## src/rtl/i2c_ball_frame_rx_if.sv

```systemverilog
// Bus bundle between the I2C slave PHY / game logic and the ball frame decoder.
//   master : PHY + game side; drives bus_start, bus_stop, rx_valid, rx_byte,
//            ball_taken and observes the decoded ball state and status pulses.
//   slave  : frame decoder; consumes the byte stream and drives ball_y, ball_vy,
//            gravity_counter, is_collusion, is_win_flag, ball_pending,
//            frame_valid, frame_error, overrun and rx_busy.
interface i2c_ball_frame_rx_if;
    logic       bus_start;
    logic       bus_stop;
    logic       rx_valid;
    logic [7:0] rx_byte;
    logic       ball_taken;
    logic [9:0] ball_y;
    logic [7:0] ball_vy;
    logic [1:0] gravity_counter;
    logic       is_collusion;
    logic       is_win_flag;
    logic       ball_pending;
    logic       frame_valid;
    logic       frame_error;
    logic       overrun;
    logic       rx_busy;

    modport master (
        output bus_start, bus_stop, rx_valid, rx_byte, ball_taken,
        input  ball_y, ball_vy, gravity_counter, is_collusion, is_win_flag,
        input  ball_pending, frame_valid, frame_error, overrun, rx_busy
    );

    modport slave (
        input  bus_start, bus_stop, rx_valid, rx_byte, ball_taken,
        output ball_y, ball_vy, gravity_counter, is_collusion, is_win_flag,
        output ball_pending, frame_valid, frame_error, overrun, rx_busy
    );
endinterface

```

## src/rtl/i2c_ball_frame_rx.sv

```systemverilog
// Receive-side ball frame decoder for the inter-board handoff link.
// Assembles FRAME_BYTES data bytes delivered by the I2C slave PHY between a
// START and a STOP, validates length and reserved bits, and commits the
// decoded ball state to registered outputs with a pending/taken handshake.
// Ports:
//   clk, reset : system clock, synchronous active-high reset
//   bus        : slave modport of i2c_ball_frame_rx_if (PHY events, byte
//                stream, ball_taken in; decoded ball state and status out)
module i2c_ball_frame_rx #(
    parameter int FRAME_BYTES = 6,
    parameter int TIMEOUT_CYC = 100000
) (
    input  logic                  clk,
    input  logic                  reset,
    i2c_ball_frame_rx_if.slave    bus
);
    localparam int CNT_W = $clog2(FRAME_BYTES + 1);
    localparam logic [CNT_W-1:0] CNT_FULL = CNT_W'(FRAME_BYTES);

    typedef enum logic [1:0] {IDLE, RECV, DISCARD} state_t;

    state_t           state;
    logic [CNT_W-1:0] cnt;
    logic [31:0]      timer;
    logic [7:0]       shadow   [FRAME_BYTES];
    logic [7:0]       shadow_n [FRAME_BYTES];
    logic [CNT_W-1:0] cnt_n;
    logic             store;
    logic             ovf;
    logic             expired;
    logic             good;

    // Reserved upper bits of the range-limited fields must be zero.
    function automatic logic fields_ok(input logic [7:0] b1, input logic [7:0] b3,
                                       input logic [7:0] b4, input logic [7:0] b5);
        return (b1[7:2] == 6'd0) && (b3[7:2] == 6'd0) &&
               (b4[7:1] == 7'd0) && (b5[7:1] == 7'd0);
    endfunction

    // The byte of this cycle is folded in before the stop is judged, so a
    // last byte arriving together with STOP still completes the frame.
    always_comb begin
        store   = bus.rx_valid && (cnt != CNT_FULL);
        ovf     = bus.rx_valid && (cnt == CNT_FULL);
        cnt_n   = store ? cnt + 1'b1 : cnt;
        for (int i = 0; i < FRAME_BYTES; i++) begin
            shadow_n[i] = (store && (cnt == CNT_W'(i))) ? bus.rx_byte : shadow[i];
        end
        expired = (timer == 32'(TIMEOUT_CYC - 1));
        good    = !ovf && (cnt_n == CNT_FULL) &&
                  fields_ok(shadow_n[1], shadow_n[3], shadow_n[4], shadow_n[5]);
    end

    always_ff @(posedge clk) begin
        if (reset) begin
            state               <= IDLE;
            cnt                 <= '0;
            timer               <= '0;
            for (int i = 0; i < FRAME_BYTES; i++) shadow[i] <= '0;
            bus.ball_y          <= '0;
            bus.ball_vy         <= '0;
            bus.gravity_counter <= '0;
            bus.is_collusion    <= 1'b0;
            bus.is_win_flag     <= 1'b0;
            bus.ball_pending    <= 1'b0;
            bus.frame_valid     <= 1'b0;
            bus.frame_error     <= 1'b0;
            bus.overrun         <= 1'b0;
            bus.rx_busy         <= 1'b0;
        end else begin
            bus.frame_valid <= 1'b0;
            bus.frame_error <= 1'b0;
            bus.overrun     <= 1'b0;
            // A commit later in this block overrides the clear, so a take
            // coinciding with a commit leaves the new ball pending.
            if (bus.ball_taken) bus.ball_pending <= 1'b0;

            case (state)
                IDLE: begin
                    if (bus.bus_start) begin
                        state       <= RECV;
                        bus.rx_busy <= 1'b1;
                        cnt         <= '0;
                        timer       <= '0;
                    end
                end
                RECV: begin
                    if (bus.bus_start) begin
                        // Repeated START: drop the partial frame and any byte of this cycle.
                        bus.frame_error <= 1'b1;
                        cnt             <= '0;
                        timer           <= '0;
                    end else if (bus.bus_stop) begin
                        state       <= IDLE;
                        bus.rx_busy <= 1'b0;
                        cnt         <= '0;
                        timer       <= '0;
                        shadow      <= shadow_n;
                        if (good) begin
                            bus.ball_y          <= {shadow_n[1][1:0], shadow_n[0]};
                            bus.ball_vy         <= shadow_n[2];
                            bus.gravity_counter <= shadow_n[3][1:0];
                            bus.is_collusion    <= shadow_n[4][0];
                            bus.is_win_flag     <= shadow_n[5][0];
                            bus.frame_valid     <= 1'b1;
                            bus.ball_pending    <= 1'b1;
                            bus.overrun         <= bus.ball_pending;
                        end else begin
                            bus.frame_error <= 1'b1;
                        end
                    end else if (ovf) begin
                        state <= DISCARD;
                        timer <= '0;
                    end else if (bus.rx_valid) begin
                        shadow <= shadow_n;
                        cnt    <= cnt_n;
                        timer  <= '0;
                    end else if (expired) begin
                        state           <= IDLE;
                        bus.rx_busy     <= 1'b0;
                        bus.frame_error <= 1'b1;
                        cnt             <= '0;
                        timer           <= '0;
                    end else begin
                        timer <= timer + 1'b1;
                    end
                end
                DISCARD: begin
                    if (bus.bus_start) begin
                        state           <= RECV;
                        bus.frame_error <= 1'b1;
                        cnt             <= '0;
                        timer           <= '0;
                    end else if (bus.bus_stop || (!bus.rx_valid && expired)) begin
                        state           <= IDLE;
                        bus.rx_busy     <= 1'b0;
                        bus.frame_error <= 1'b1;
                        cnt             <= '0;
                        timer           <= '0;
                    end else if (bus.rx_valid) begin
                        timer <= '0;
                    end else begin
                        timer <= timer + 1'b1;
                    end
                end
                default: begin
                    state       <= IDLE;
                    bus.rx_busy <= 1'b0;
                end
            endcase
        end
    end
endmodule

```

## src/flat_wrapper.sv

```systemverilog
// flat-port wrapper written by rule: the top's interface ports become plain ports
module i2c_ball_frame_rx_flat 
#(
    parameter int FRAME_BYTES = 6,
    parameter int TIMEOUT_CYC = 100000
)
  (clk, reset, bus_bus_start, bus_bus_stop, bus_rx_valid, bus_rx_byte, bus_ball_taken, bus_ball_y, bus_ball_vy, bus_gravity_counter, bus_is_collusion, bus_is_win_flag, bus_ball_pending, bus_frame_valid, bus_frame_error, bus_overrun, bus_rx_busy);
  i2c_ball_frame_rx_if bus_i ();
  input  logic clk;
  input  logic reset;
  input wire logic [$bits(bus_i.bus_start)-1:0] bus_bus_start;
  input wire logic [$bits(bus_i.bus_stop)-1:0] bus_bus_stop;
  input wire logic [$bits(bus_i.rx_valid)-1:0] bus_rx_valid;
  input wire logic [$bits(bus_i.rx_byte)-1:0] bus_rx_byte;
  input wire logic [$bits(bus_i.ball_taken)-1:0] bus_ball_taken;
  output wire logic [$bits(bus_i.ball_y)-1:0] bus_ball_y;
  output wire logic [$bits(bus_i.ball_vy)-1:0] bus_ball_vy;
  output wire logic [$bits(bus_i.gravity_counter)-1:0] bus_gravity_counter;
  output wire logic [$bits(bus_i.is_collusion)-1:0] bus_is_collusion;
  output wire logic [$bits(bus_i.is_win_flag)-1:0] bus_is_win_flag;
  output wire logic [$bits(bus_i.ball_pending)-1:0] bus_ball_pending;
  output wire logic [$bits(bus_i.frame_valid)-1:0] bus_frame_valid;
  output wire logic [$bits(bus_i.frame_error)-1:0] bus_frame_error;
  output wire logic [$bits(bus_i.overrun)-1:0] bus_overrun;
  output wire logic [$bits(bus_i.rx_busy)-1:0] bus_rx_busy;
  assign bus_i.bus_start = bus_bus_start;
  assign bus_i.bus_stop = bus_bus_stop;
  assign bus_i.rx_valid = bus_rx_valid;
  assign bus_i.rx_byte = bus_rx_byte;
  assign bus_i.ball_taken = bus_ball_taken;
  assign bus_ball_y = bus_i.ball_y;
  assign bus_ball_vy = bus_i.ball_vy;
  assign bus_gravity_counter = bus_i.gravity_counter;
  assign bus_is_collusion = bus_i.is_collusion;
  assign bus_is_win_flag = bus_i.is_win_flag;
  assign bus_ball_pending = bus_i.ball_pending;
  assign bus_frame_valid = bus_i.frame_valid;
  assign bus_frame_error = bus_i.frame_error;
  assign bus_overrun = bus_i.overrun;
  assign bus_rx_busy = bus_i.rx_busy;
  i2c_ball_frame_rx #(.FRAME_BYTES(FRAME_BYTES), .TIMEOUT_CYC(TIMEOUT_CYC)) u_core (.clk(clk), .reset(reset), .bus(bus_i));
endmodule
```

## config.mk

```make
export PLATFORM = sky130hd
export DESIGN_NAME = i2c_ball_frame_rx_flat
export DESIGN_NICKNAME = d
export VERILOG_FILES = /design/src/rtl/i2c_ball_frame_rx_if.sv /design/src/rtl/i2c_ball_frame_rx.sv /design/src/flat_wrapper.sv
export SDC_FILE = /design/constraint.sdc
export NUM_CORES = 1
export LEC_CHECK = 0
export CAP_MARGIN = 20
export CORE_MARGIN = 4
export CORE_UTILIZATION = 63
export CTS_BUF_LIST = sky130_fd_sc_hd__clkbuf_4
export DETAILED_ROUTE_END_ITERATION = 8
export GPL_ROUTABILITY_DRIVEN = 0
export PLACE_DENSITY_LB_ADDON = 0.3
export SYNTH_ARGS = -nofsm -noshare
export SYNTH_HDL_FRONTEND = slang
export SYNTH_SLANG_ARGS = --single-unit
```

## constraint.sdc

```tcl
create_clock -name clk -period 5.5 [get_ports clk]
set_input_delay 0.825 -clock clk [delete_from_list [all_inputs] [get_ports clk]]
set_output_delay 0.825 -clock clk [all_outputs]
set_load 0.02 [all_outputs]
```

### Word-level counts from Yosys, hierarchy flattened

Cells that the tools add are included.

| storage, ports and cells | value |
|---|---|
| register bits | 112 |
| input bits | 14 |
| output and inout port bits | 27 |
| word-level logic and storage cells | 144 |

| operators by class | value |
|---|---|
| add/subtract/negate cells | 2 |
| equal/unequal tests | 24 |
| mux-type cells | 62 |
| bitwise logic cells | 4 |
| reduce and logical (&&, ||, !) cells | 33 |

Operator list:

| cell | count |
|---|---|
| $mux W32 | 9 |
| $mux W48 | 3 |
| $pmux W32 S3 | 1 |
| $mux W8 | 6 |
| $add A32 B1 Y32 const B | 1 |
| $eq A32 B17 Y1 const B | 1 |
| $mux W3 | 9 |
| $mux W1 | 22 |
| $mux W2 | 8 |
| $logic_and A1 B1 Y1 | 14 |
| $logic_not A7 Y1 | 2 |
| $eq A3 B3 Y1 const B | 4 |
| $logic_not A6 Y1 | 2 |
| $reduce_and A5 Y1 | 2 |
| $ne A3 B3 Y1 const B | 3 |
| $pmux W3 S3 | 1 |
| $ne A2 B2 Y1 const B | 4 |
| $reduce_and A4 Y1 | 2 |
| $reduce_and A7 Y1 | 1 |
| $eq A3 B2 Y1 const B | 2 |
| $ne A3 B2 Y1 const B | 2 |
| $pmux W2 S3 | 1 |
| $ne A5 B4 Y1 const B | 1 |
| $reduce_or A5 Y1 | 1 |
| other kinds (19) | 23 |

### Longest topological paths before layout

Gate-level depths: netlist (run 1).

| logic depth | value |
|---|---|
| word-level depth | 13 |
| mapped depth | 11 |
| depth with buffers taken out | 8 |

### Worst setup path after synthesis (run 1)

Ideal clock, no wire load.

| path | value |
|---|---|
| path kind | input -> register |
| start | input port bus_rx_byte[5] |
| end | register u_core.bus.ball_vy[0] |
| setup time | 70 ps |
| arrival | 2,800 ps |
| required time | 5,430 ps |
| setup slack | 2,630 ps |
| stages | 9 |
| buffers on the path | 4 |
| cell sequence | clkbuf_1 > nor4_1 > mux2i_1 > or3_1 > buf_2 > or4b_4 > buf_6 > buf_6 > a21oi_1 |

| on the way | value |
|---|---|
| longest elaborated chain between the ends | 7 |
| elaborated cells on any way between the ends | 13 |
| those cells by class | mux: 4; reduce/logical: 9 |

RTL lines:

| item | line | text |
|---|---|---|
| from (decl) | flat_wrapper.sv:14 | `input wire logic [$bits(bus_i.rx_byte)-1:0] bus_rx_byte;` |
| $mux W8 | i2c_ball_frame_rx.sv:47 | `shadow_n[i] = (store && (cnt == CNT_W'(i))) ? bus.rx_byte : shadow[i];` |
| $logic_not A6 Y1 | i2c_ball_frame_rx.sv:36 | `return (b1[7:2] == 6'd0) && (b3[7:2] == 6'd0) &&` |
| $logic_and A1 B1 Y1 (2 in series) | i2c_ball_frame_rx.sv:36 |  |
| $logic_and A1 B1 Y1 * | i2c_ball_frame_rx.sv:37 | `(b4[7:1] == 7'd0) && (b5[7:1] == 7'd0);` |
| $logic_and A1 B1 Y1 * | i2c_ball_frame_rx.sv:50 | `good = !ovf && (cnt_n == CNT_FULL) &&` |
| $reduce_and A4 Y1 (no line) * | -- |  |
| to (signal assigned) | i2c_ball_frame_rx.sv:101 | `bus.ball_vy <= shadow_n[2];` |
| to (decl) | i2c_ball_frame_rx_if.sv:32 | `output ball_y, ball_vy, gravity_counter, is_collusion, is_win_flag,` |

Every way passes the cells marked *; elsewhere a longest branch is shown, timed or not.
A chain may end at the register's enable or synchronous reset.

### Final worst setup path (run 1)

| path | value |
|---|---|
| start | input port bus_rx_valid |
| end | register u_core.bus.ball_y[2] |

| on the way | value |
|---|---|
| longest elaborated chain between the ends | 9 |
| elaborated cells on any way between the ends | 25 |
| those cells by class | eq/ne: 1; mux: 6; reduce/logical: 18 |

RTL lines:

| item | line | text |
|---|---|---|
| from (decl) | flat_wrapper.sv:13 | `input wire logic [$bits(bus_i.rx_valid)-1:0] bus_rx_valid;` |
| $logic_and A1 B1 Y1 | i2c_ball_frame_rx.sv:43 | `store = bus.rx_valid && (cnt != CNT_FULL);` |
| $logic_and A1 B1 Y1 | i2c_ball_frame_rx.sv:47 |  |
| $mux W8 | i2c_ball_frame_rx.sv:47 |  |
| $logic_not A6 Y1 | i2c_ball_frame_rx.sv:36 |  |
| $logic_and A1 B1 Y1 (2 in series) | i2c_ball_frame_rx.sv:36 |  |
| $logic_and A1 B1 Y1 | i2c_ball_frame_rx.sv:37 |  |
| $logic_and A1 B1 Y1 | i2c_ball_frame_rx.sv:50 |  |
| $reduce_and A4 Y1 (no line) | -- |  |
| to (signal assigned) | i2c_ball_frame_rx.sv:100 | `bus.ball_y <= {shadow_n[1][1:0], shadow_n[0]};` |
| to (decl) | i2c_ball_frame_rx_if.sv:32 |  |

Parallel ways exist; a longest one is shown, timed or not.

==> results of run 1 <==
[where the power goes]
group / internal [W] / total [W] / switching (W)
Clock: 0.0000988 / 0.000378 / 0.000279
Combinational: 0.0000379 / 0.000114 / 0.0000766
Sequential: 0.000818 / 0.000823 / 0.00000442
[logic make-up (layout without fill, tap and decap cells)]
kind of cell             after synthesis  count (layout)  share of synthesized area (%)
AND/OR/NAND/NOR                      241             241                           22.1
AO/OA/AOI/OAI                        140             140                           15.5
flip-flops                           112             112                           42.5
buffers and inverters                 72              91                           5.60
multiplexers                          35              35                           7.14
XOR/XNOR                              29              29                           4.81
adder cells (fa/ha/maj)               10              10                           2.37
[path summary, 6_finish.rpt]
kind                                                   startpoint                                end  slack (ns)  cells after the start
worst max-delay path                                 bus_rx_valid  u_core.bus.ball_y[2]$_SDFFE_PP0P_        1.48                      6
worst min-delay path            u_core.bus.ball_y[0]$_SDFFE_PP0P_  u_core.bus.ball_y[0]$_SDFFE_PP0P_        0.46                      2
worst max register to register         u_core.cnt[0]$_SDFFE_PP0P_  u_core.bus.ball_y[2]$_SDFFE_PP0P_        1.73                      7
worst min register to register  u_core.bus.ball_y[0]$_SDFFE_PP0P_  u_core.bus.ball_y[0]$_SDFFE_PP0P_        0.46                      2
[worst register-to-register path, delay by kind of cell (launching register included)]
kind / cells / cell delay [ns]
buffers and inverters: 1 / 0.10
adders and majority gates: 1 / 0.30
AOI/OAI and AO/OA: 3 / 1.42
and+or+nand+nor: 2 / 1.35
DFF: 1 / 0.48
[per-stage QoR]
stage	instances	worst slack [ns]	hold WS, ns
floorplan	639	2.63	0.433
global placement	747	1.30	0.436
detailed placement	747	1.06	0.439
CTS	763	1.59	0.461
global route	763	1.23	0.480
finish	763	1.48	0.457
[state kept, by name, summed over array words and instances (netlist names)]
signal	flops
u_core.bus.ball_vy	8
u_core.bus.gravity_counter	2
u_core.bus.rx_busy	1
u_core.bus.frame_valid	1
u_core.bus.ball_pending	1
u_core.state	2
u_core.cnt	3
u_core.bus.overrun	1
u_core.bus.ball_y	10
u_core.bus.frame_error	1
u_core.timer	32
u_core.shadow	48
u_core.bus.is_win_flag	1
u_core.bus.is_collusion	1
[routing by layer]
metal / up-vias / share of wire (%) / global-route usage (%) / wire [um]
met5: - / 0 / 0 / 0
met4: 0 / 1.1 / 6.51 / 133
met3: 12 / 6.0 / 5.89 / 747
met2: 150 / 47 / 40.8 / 5870
met1: 2194 / 46 / 34.7 / 5650
li1: 2246 / - / - / -
[cell usage after synthesis (3+ instances only)]
cell type	n	area share, %
inv_1	31	2.2
nor4b_1	3	0.50
nand2b_1	4	0.47
mux2_2	21	4.5
xor2_1	14	2.3
nand3_1	14	1.3
clkbuf_1	33	2.3
nor3_1	7	0.66
and3_1	9	1.1
and2_1	3	0.36
mux2i_1	14	2.7
nor4_1	12	1.4
ha_1	10	2.4
and4_1	7	1.2
a21oi_1	73	6.9
xnor2_1	15	2.5
dfxtp_1	112	42
nand4_1	10	1.2
o41ai_1	22	3.7
buf_6	3	0.64
nor2_1	70	5.0
nor4bb_1	3	0.57
nand2_1	84	6.0
nor2b_1	4	0.47
o21ai_0	34	3.2
[final cells by class]
class	count	area, sq um
Multi-Input combinational cell	455	2740
Inverter	32	120
Timing Repair Buffer	43	418
Fill cell	674	2400
Clock buffer	9	67.6
Tap cell	105	131
Sequential cell	112	2240
Clock inverter	7	53.8
==> impl_metrics.toml, run 1 <==
[finish]
most-common-layout-cells = "112 x dfxtp_1, 84 x nand2_1, 73 x a21oi_1"
syn2layout_area_growth_pct = 9.39
fin_util_pct = 70.6
design_area_sq_um = 5770
fin_nets = 677
antenna_cells = 0
final_common_cell = "dfxtp_1"
drive_above_1_share_pct = 6.99

[timing]
clock_skew_ns = 0.0156
worst_slew_pin_slew_ns = 1.03
setup-tns-final_ns = 0
relSlewSlack_pct = 31.4
maxSlewViolCount = 0
setup_violations = 0
max_freq_mhz = 248
hold_viol = 0
final.min_clock_period_ns = 4.02
period_share_pct = 73.2
grt_setup_unrepaired = "no"

[placement]
place.port_buffers = 40
detailed_place.area_sq_um = 5650
dp_hpwl_um = 8280

[global_routing]
antenna_found_initial = 0
grt_pass1_vias = 4415
grt.overflow.total = 0
grt_pass1_wl_um = 20600
track_usage_pct = 25.4
grt_max_degree = 59

[worst_setup_path]
path_cells = "clkdlybuf4s50_1 -> nand4b_1 -> a2111oi_0 -> nand3_1 -> o41ai_1 -> a21oi_1"
arrival_ns = 4.37
end_kind = "flop"
slowest_delay_ns = 0.84
critPathBufInv = 1
crit_required_ns = 5.85
crit_path_start_kind = "primary input"
crit_type = "primary input to flop"
critPathTopFamily = "compound AO/OA/AOI/OAI gates"
slowest_stage = "nand3_1"
cp_max_fo = 24

[clocking]
ctsHoldBuffers = 0
clkTransAtPathRegs_ns = 0.18
ctsResizeCount = 0
cts_root_buf = "clkbuf_4"
cts_tree = "built"
cts_buffer_depth = 2
h-tree-depth = 3
clkLatencyLatePin_ns = 0.46
post_cts_buffers = 0
cts.sinks = 112
cts_made_buffers = 9

[floorplanning]
start_util_pct = 64.6
die_y_um = 99.5
die-area_sq_um = 9910
core_area_sq_um = 8180
die_x_um = 99.5
io_pins = 41
num_rows = 33

[synth]
ys.flop_type = "dfxtp_1"
ys_async_sr_fraction_pct = 0
synth_area_sq_um = 5280
synth_fp_nets = 663
ys_types = 47
synth_warnings = 0
synth-seq-cells = 112
synthCells = 639
avgSynthCellArea_sq_um = 8.26
synth_edf_count = 0
seq_area_frac_synth_pct = 42.5

[drt]
drt-vias-per-instance = 6.03
drcViolationCount = 0
wl_um = 12400
ant_nets = 0
drt-initial-drc-count = 339
detail_route.first_pass.iterations = 5
wire_per_inst_um = 16.3
vias = 4602

[min_path]
min_path_type = "flop to flop"

[job]
cap_viol_max_count = 0

[pwr]
p_leak_nw = 1.90
p_per_area_nw_per_um2 = 228
peakVddDrop_uv = 143
power_w = 0.00132

[status]
outcome = "finished, final reports clean"
Power figures use the tool's default switching activity.
==> run 2: changes to the inputs <==
Settings changed: CORE_UTILIZATION 63 to 55.
Clock period 5.5 ns to 3.6 ns, I/O delays scaled along.
==> run 2 against run 1 <==
Register-to-register slack lost 1.1 ns. Core utilization is 6.7 points lower. Largest cell class unchanged. First-iteration DRC count fell by 13%. Final area rose by 2.7%. Worst setup slack worse by 0.85 ns. Critical path type is now flop to flop. Clock power rose by 75%. Wire length grew 1.9%. Clock-buffer cell count grew 1. Via count rose by 0.76%. Worst hold slack got worse by 0.0013 ns. Critical endpoint is now u_core.bus.ball_vy[5]$_SDFFE_PP0P_.
==> impl_metrics.toml, run 2 (synthesis results as in run 1) <==
[status]
outcome = "finished, final reports clean"

[worst_setup_path]
crit_required_ns = 3.99
crit_type = "flop to flop"
crit_path_start_kind = "flop"
end_kind = "flop"
arrival_ns = 3.37
cp_max_fo = 23

[timing]
setup-tns-final_ns = 0
period_share_pct = 82.7
maxSlewViolCount = 0
setup_violations = 0
final.min_clock_period_ns = 2.98
max_freq_mhz = 336
worst_slew_pin_slew_ns = 0.843
hold_viol = 0
clock_skew_ns = 0.0154
fin_hold_ws_ns = 0.455
grt_setup_unrepaired = "no"
relSlewSlack_pct = 43.5

[pwr]
p_leak_nw = 1.97
peakVddDrop_uv = 181
p_per_area_nw_per_um2 = 355

[floorplanning]
die_x_um = 106
die_y_um = 106
io_pins = 41
start_util_pct = 56.8
core_area_sq_um = 9280
num_rows = 35
die-area_sq_um = 11200

[clocking]
cts_made_buffers = 9
post_cts_buffers = 0
cts_buffer_depth = 2
cts_root_buf = "clkbuf_4"
cts_tree = "built"
ctsHoldBuffers = 0
cts.sinks = 112
ctsResizeCount = 0
h-tree-depth = 3
clkLatencyLatePin_ns = 0.47
clkTransAtPathRegs_ns = 0.17

[placement]
dp_hpwl_um = 8690
place.port_buffers = 40
detailed_place.area_sq_um = 5780

[drt]
detail_route.first_pass.iterations = 5
drcViolationCount = 0
vias = 4637
drt-initial-drc-count = 295
wl_um = 12600
drt-vias-per-instance = 5.80
wire_per_inst_um = 15.8
ant_nets = 0

[global_routing]
grt_pass1_wl_um = 21200
track_usage_pct = 23.0
grt_pass1_vias = 4429
grt_max_degree = 58
antenna_found_initial = 0
grt.overflow.total = 0

[finish]
most-common-layout-cells = "112 x dfxtp_1, 84 x nand2_1, 73 x a21oi_1"
largest_reg_flops = 48
syn2layout_area_growth_pct = 12.4
top_register = "u_core.shadow"
fin_nets = 690
drive_above_1_share_pct = 9.09
final_common_cell = "dfxtp_1"
antenna_cells = 0
design_area_sq_um = 5930
largestRegisters = "u_core.shadow: 48 flops, u_core.timer: 32 flops, u_core.bus.ball_y: 10 flops"

[min_path]
min_path_type = "flop to flop"

[job]
cap_viol_max_count = 0
-- run 2: cell types whose count changed in the layout (fill, tap and decap cells not counted), sizes merged --
cell | previous run | this run
clkinv | 5 | 3
clkbuf | 9 | 10
bufinv | 0 | 1
buf | 4 | 17
-- run 2: power by group --
part | internal (W) | total, W | switching, W
Sequential | 0.00125 | 0.00126 | 0.00000641
Combinational | 0.0000643 | 0.000183 | 0.000119
Clock | 0.000233 | 0.000663 | 0.000430
Total | 0.00155 | 0.00210 | 0.000555
-- run 2: worst paths after layout --
check	start	endpoint	slack [ns]	cells past startpoint
min	u_core.bus.ball_y[0]$_SDFFE_PP0P_	u_core.bus.ball_y[0]$_SDFFE_PP0P_	0.46	2
max	u_core.cnt[0]$_SDFFE_PP0P_	u_core.bus.ball_vy[5]$_SDFFE_PP0P_	0.62	7
max reg2reg	u_core.cnt[0]$_SDFFE_PP0P_	u_core.bus.ball_vy[5]$_SDFFE_PP0P_	0.62	7
min reg2reg	u_core.bus.ball_y[0]$_SDFFE_PP0P_	u_core.bus.ball_y[0]$_SDFFE_PP0P_	0.46	2
-- run 2: layout make-up --
| class | instances | area [sq um] |
|---|---|---|
| tap | 129 | 161 |
| inverter | 32 | 120 |
| clock inverter | 6 | 76.3 |
| timing repair buffer | 56 | 515 |
| fill | 807 | 3350 |
| sequential | 112 | 2240 |
| multi-input combinational | 455 | 2740 |
| clock buffer | 10 | 75.1 |
-- run 2: stage by stage --
| stage | utilization (%) | total power, W | std cells | worst slack (ns) |
|---|---|---|---|---|
| floorplan | - | 0.00140 | 639 | 0.886 |
| global placement | 62.3 | 0.00146 | 784 | 0.381 |
| detailed placement | 62.3 | 0.00146 | 784 | 0.304 |
| CTS | 63.9 | 0.00212 | 800 | 0.682 |
| global route | 63.9 | 0.00219 | 800 | 0.341 |
| finish | 63.9 | 0.00210 | 800 | 0.622 |
-- run 2: worst max-delay path, stage by stage, from the launching register on --
cell,delay [ns]
dfxtp_1,0.48
inv_1,0.10
ha_1,0.27
nand4b_1,0.37
a2111oi_0,0.65
nand2_1,0.13
or4b_4,0.66
a21oi_1,0.23
-- run 2: per-layer routing --
layer	up-vias	global-route usage [%]	wire length, um
met1	2175	29.7	5510
li1	2271	-	-
met2	164	38.4	5970
met3	27	5.10	891
met5	-	0	0
met4	0	7.59	268
==> run 3: changes to the inputs <==
Clock period 3.6 ns to 2.4 ns, I/O delays scaled along.
==> run 3 against run 2 <==
The flow now finishes with violations (negative setup slack). Clock skew is 0.0089 ns higher. Non-clock buffer count is 52 higher. Wire length is 18% higher. Sequential cell count stayed put.
==> impl_metrics.toml, run 3 (synthesis results as in run 1) <==
[status]
violations = "negative setup slack"
outcome = "finished with violations"

[global_routing]
grt_pass1_wl_um = 22900
track_usage_pct = 24.8
grt_pass1_vias = 4717
grt.overflow.total = 0
antenna_found_initial = 0
grt_max_degree = 52

[drt]
wl_um = 14900
drt-initial-drc-count = 308
vias = 4963
drt-vias-per-instance = 5.83
wire_per_inst_um = 17.5
ant_nets = 0
drcViolationCount = 0
detail_route.first_pass.iterations = 6

[finish]
drive_above_1_share_pct = 23.9
most-common-layout-cells = "111 x dfxtp_1, 83 x nand2_1, 70 x nor2_1"
fillers = 682
fin_cells = 852
antenna_cells = 0
largestRegisters = "u_core.shadow: 48 flops, u_core.timer: 32 flops, u_core.bus.ball_y: 10 flops"
syn2layout_area_growth_pct = 29.9
largest_reg_flops = 48
top_register = "u_core.shadow"
final_common_cell = "dfxtp_1"
fin_nets = 742

[clocking]
cts_made_buffers = 9
cts_tree = "built"
clkTransAtPathRegs_ns = 0.18
cts.sinks = 112
cts_root_buf = "clkbuf_4"
ctsHoldBuffers = 0
cts_buffer_depth = 2
clkLatencyLatePin_ns = 0.46
h-tree-depth = 3

[worst_setup_path]
critPathTopFamily = "simple AND/OR/NAND/NOR gates"
path_cells = "buf_6 -> inv_6 -> ha_4 -> nand4b_1 -> buf_6 -> o21ai_0 -> o21ai_1 -> or3_1 -> or4b_4 -> buf_6 -> a21oi_2"
end_kind = "flop"
crit_required_ns = 2.78
critPathBufInv = 4
arrival_ns = 3.07
crit_type = "flop to flop"
slowest_delay_ns = 0.62
cp_max_fo = 6
slowest_stage = "or4b_4"
crit_path_start_kind = "flop"
path_common_cell = "buf_6"

[min_path]
min_path_type = "primary input to flop"

[floorplanning]
io_pins = 41
die_y_um = 106
start_util_pct = 56.8
die-area_sq_um = 11200
core_area_sq_um = 9280
num_rows = 35
die_x_um = 106

[timing]
clock_skew_ns = 0.0243
max_freq_mhz = 372
period_share_pct = 112
relSlewSlack_pct = 62.9
maxSlewViolCount = 0
hold_viol = 0
setup_violations = 24
finalWorstSetupSlack_ns = -0.290
worst_slew_pin_slew_ns = 0.554
grt_setup_unrepaired = "yes"
final.min_clock_period_ns = 2.69

[placement]
post-place-ws_ns = -0.466
place.port_buffers = 40
dp_hpwl_um = 9130
post-place-cells = 821

[job]
cap_viol_max_count = 0

[pwr]
p_leak_nw = 2.38
power_w = 0.00311
p_per_area_nw_per_um2 = 454
peakVddDrop_uv = 411
run 3: cell types whose count changed in the layout (fill, tap and decap cells not counted), moves of 3 or more:
cell,change
buf_4,+40
a21oi_1,-25
a21oi_2,+22
o41ai_1,-21
o41ai_2,+19
buf_6,+5
buf_12,+4
ha_1,-4
ha_4,+4
a21oi_4,+3
nor4_1,-3
run 3: final timing paths:
check,startpoint,endpoint,slack (ns),depth (start not counted)
setup / recovery,u_core.cnt[0]$_SDFFE_PP0P_,u_core.bus.ball_pending$_SDFF_PP0_,-0.29,11
hold reg to reg,u_core.shadow[45]$_SDFFE_PP0P_,u_core.shadow[45]$_SDFFE_PP0P_,0.47,2
setup reg to reg,u_core.cnt[0]$_SDFFE_PP0P_,u_core.bus.ball_pending$_SDFF_PP0_,-0.29,11
hold / removal,reset,u_core.state[1]$_SDFFE_PP0P_,0.28,2
run 3: worst register-to-register path, cell delays in order (launching register included):
cell	delay (ns)
dfxtp_4	0.39
buf_6	0.12
inv_6	0.04
ha_4	0.16
nand4b_1	0.24
buf_6	0.18
o21ai_0	0.06
o21ai_1	0.10
or3_1	0.39
or4b_4	0.62
buf_6	0.19
a21oi_2	0.12
run 3: timing repair:
item                       4_1_cts  5_1_grt
setup endpoints to repair       26       27
hold endpoints to repair         0        0
cloned                           2        2
buffers inserted                 9        3
pin swaps                       10        4
gates resized for setup         19       42
run 3: per-layer routing:
metal,track usage (%),routed length (um)
met5,0,0
met4,7.59,221
met3,5.59,1000
met2,39.5,7150
met1,33.6,6530
run 3: per-stage QoR:
| step | hold WS [ns] | TNS (ns) | utilization (%) | instance area (sq um) |
|---|---|---|---|---|
| finish | 0.278 | -5.98 | 73.9 | 6860 |
| floorplan | 0.433 | -3.59 | - | 5410 |
| detailed placement | 0.442 | -10.73 | 66.9 | 6210 |
| global route | 0.270 | -8.09 | 73.9 | 6860 |
| CTS | 0.266 | -3.86 | 70.3 | 6530 |
| global placement | 0.432 | -9.59 | 66.9 | 6210 |
run 3: layout make-up:
| cell class | count | area, sq um | share of cell area (%) |
|---|---|---|---|
| multi-input combinational | 455 | 3170 | 46.3 |
| sequential | 112 | 2250 | 32.7 |
| timing repair buffer | 108 | 1030 | 15.1 |
| tap | 129 | 161 | 2.35 |
| inverter | 32 | 125 | 1.82 |
| clock buffer | 10 | 75.1 | 1.09 |
| clock inverter | 6 | 43.8 | 0.639 |
run 3: power by group:
part           switching [W]  internal, W  total [W]
Clock               0.000635     0.000233   0.000869
Sequential        0.00000960      0.00187    0.00188
Combinational       0.000221     0.000138   0.000359
Total               0.000866      0.00225    0.00311
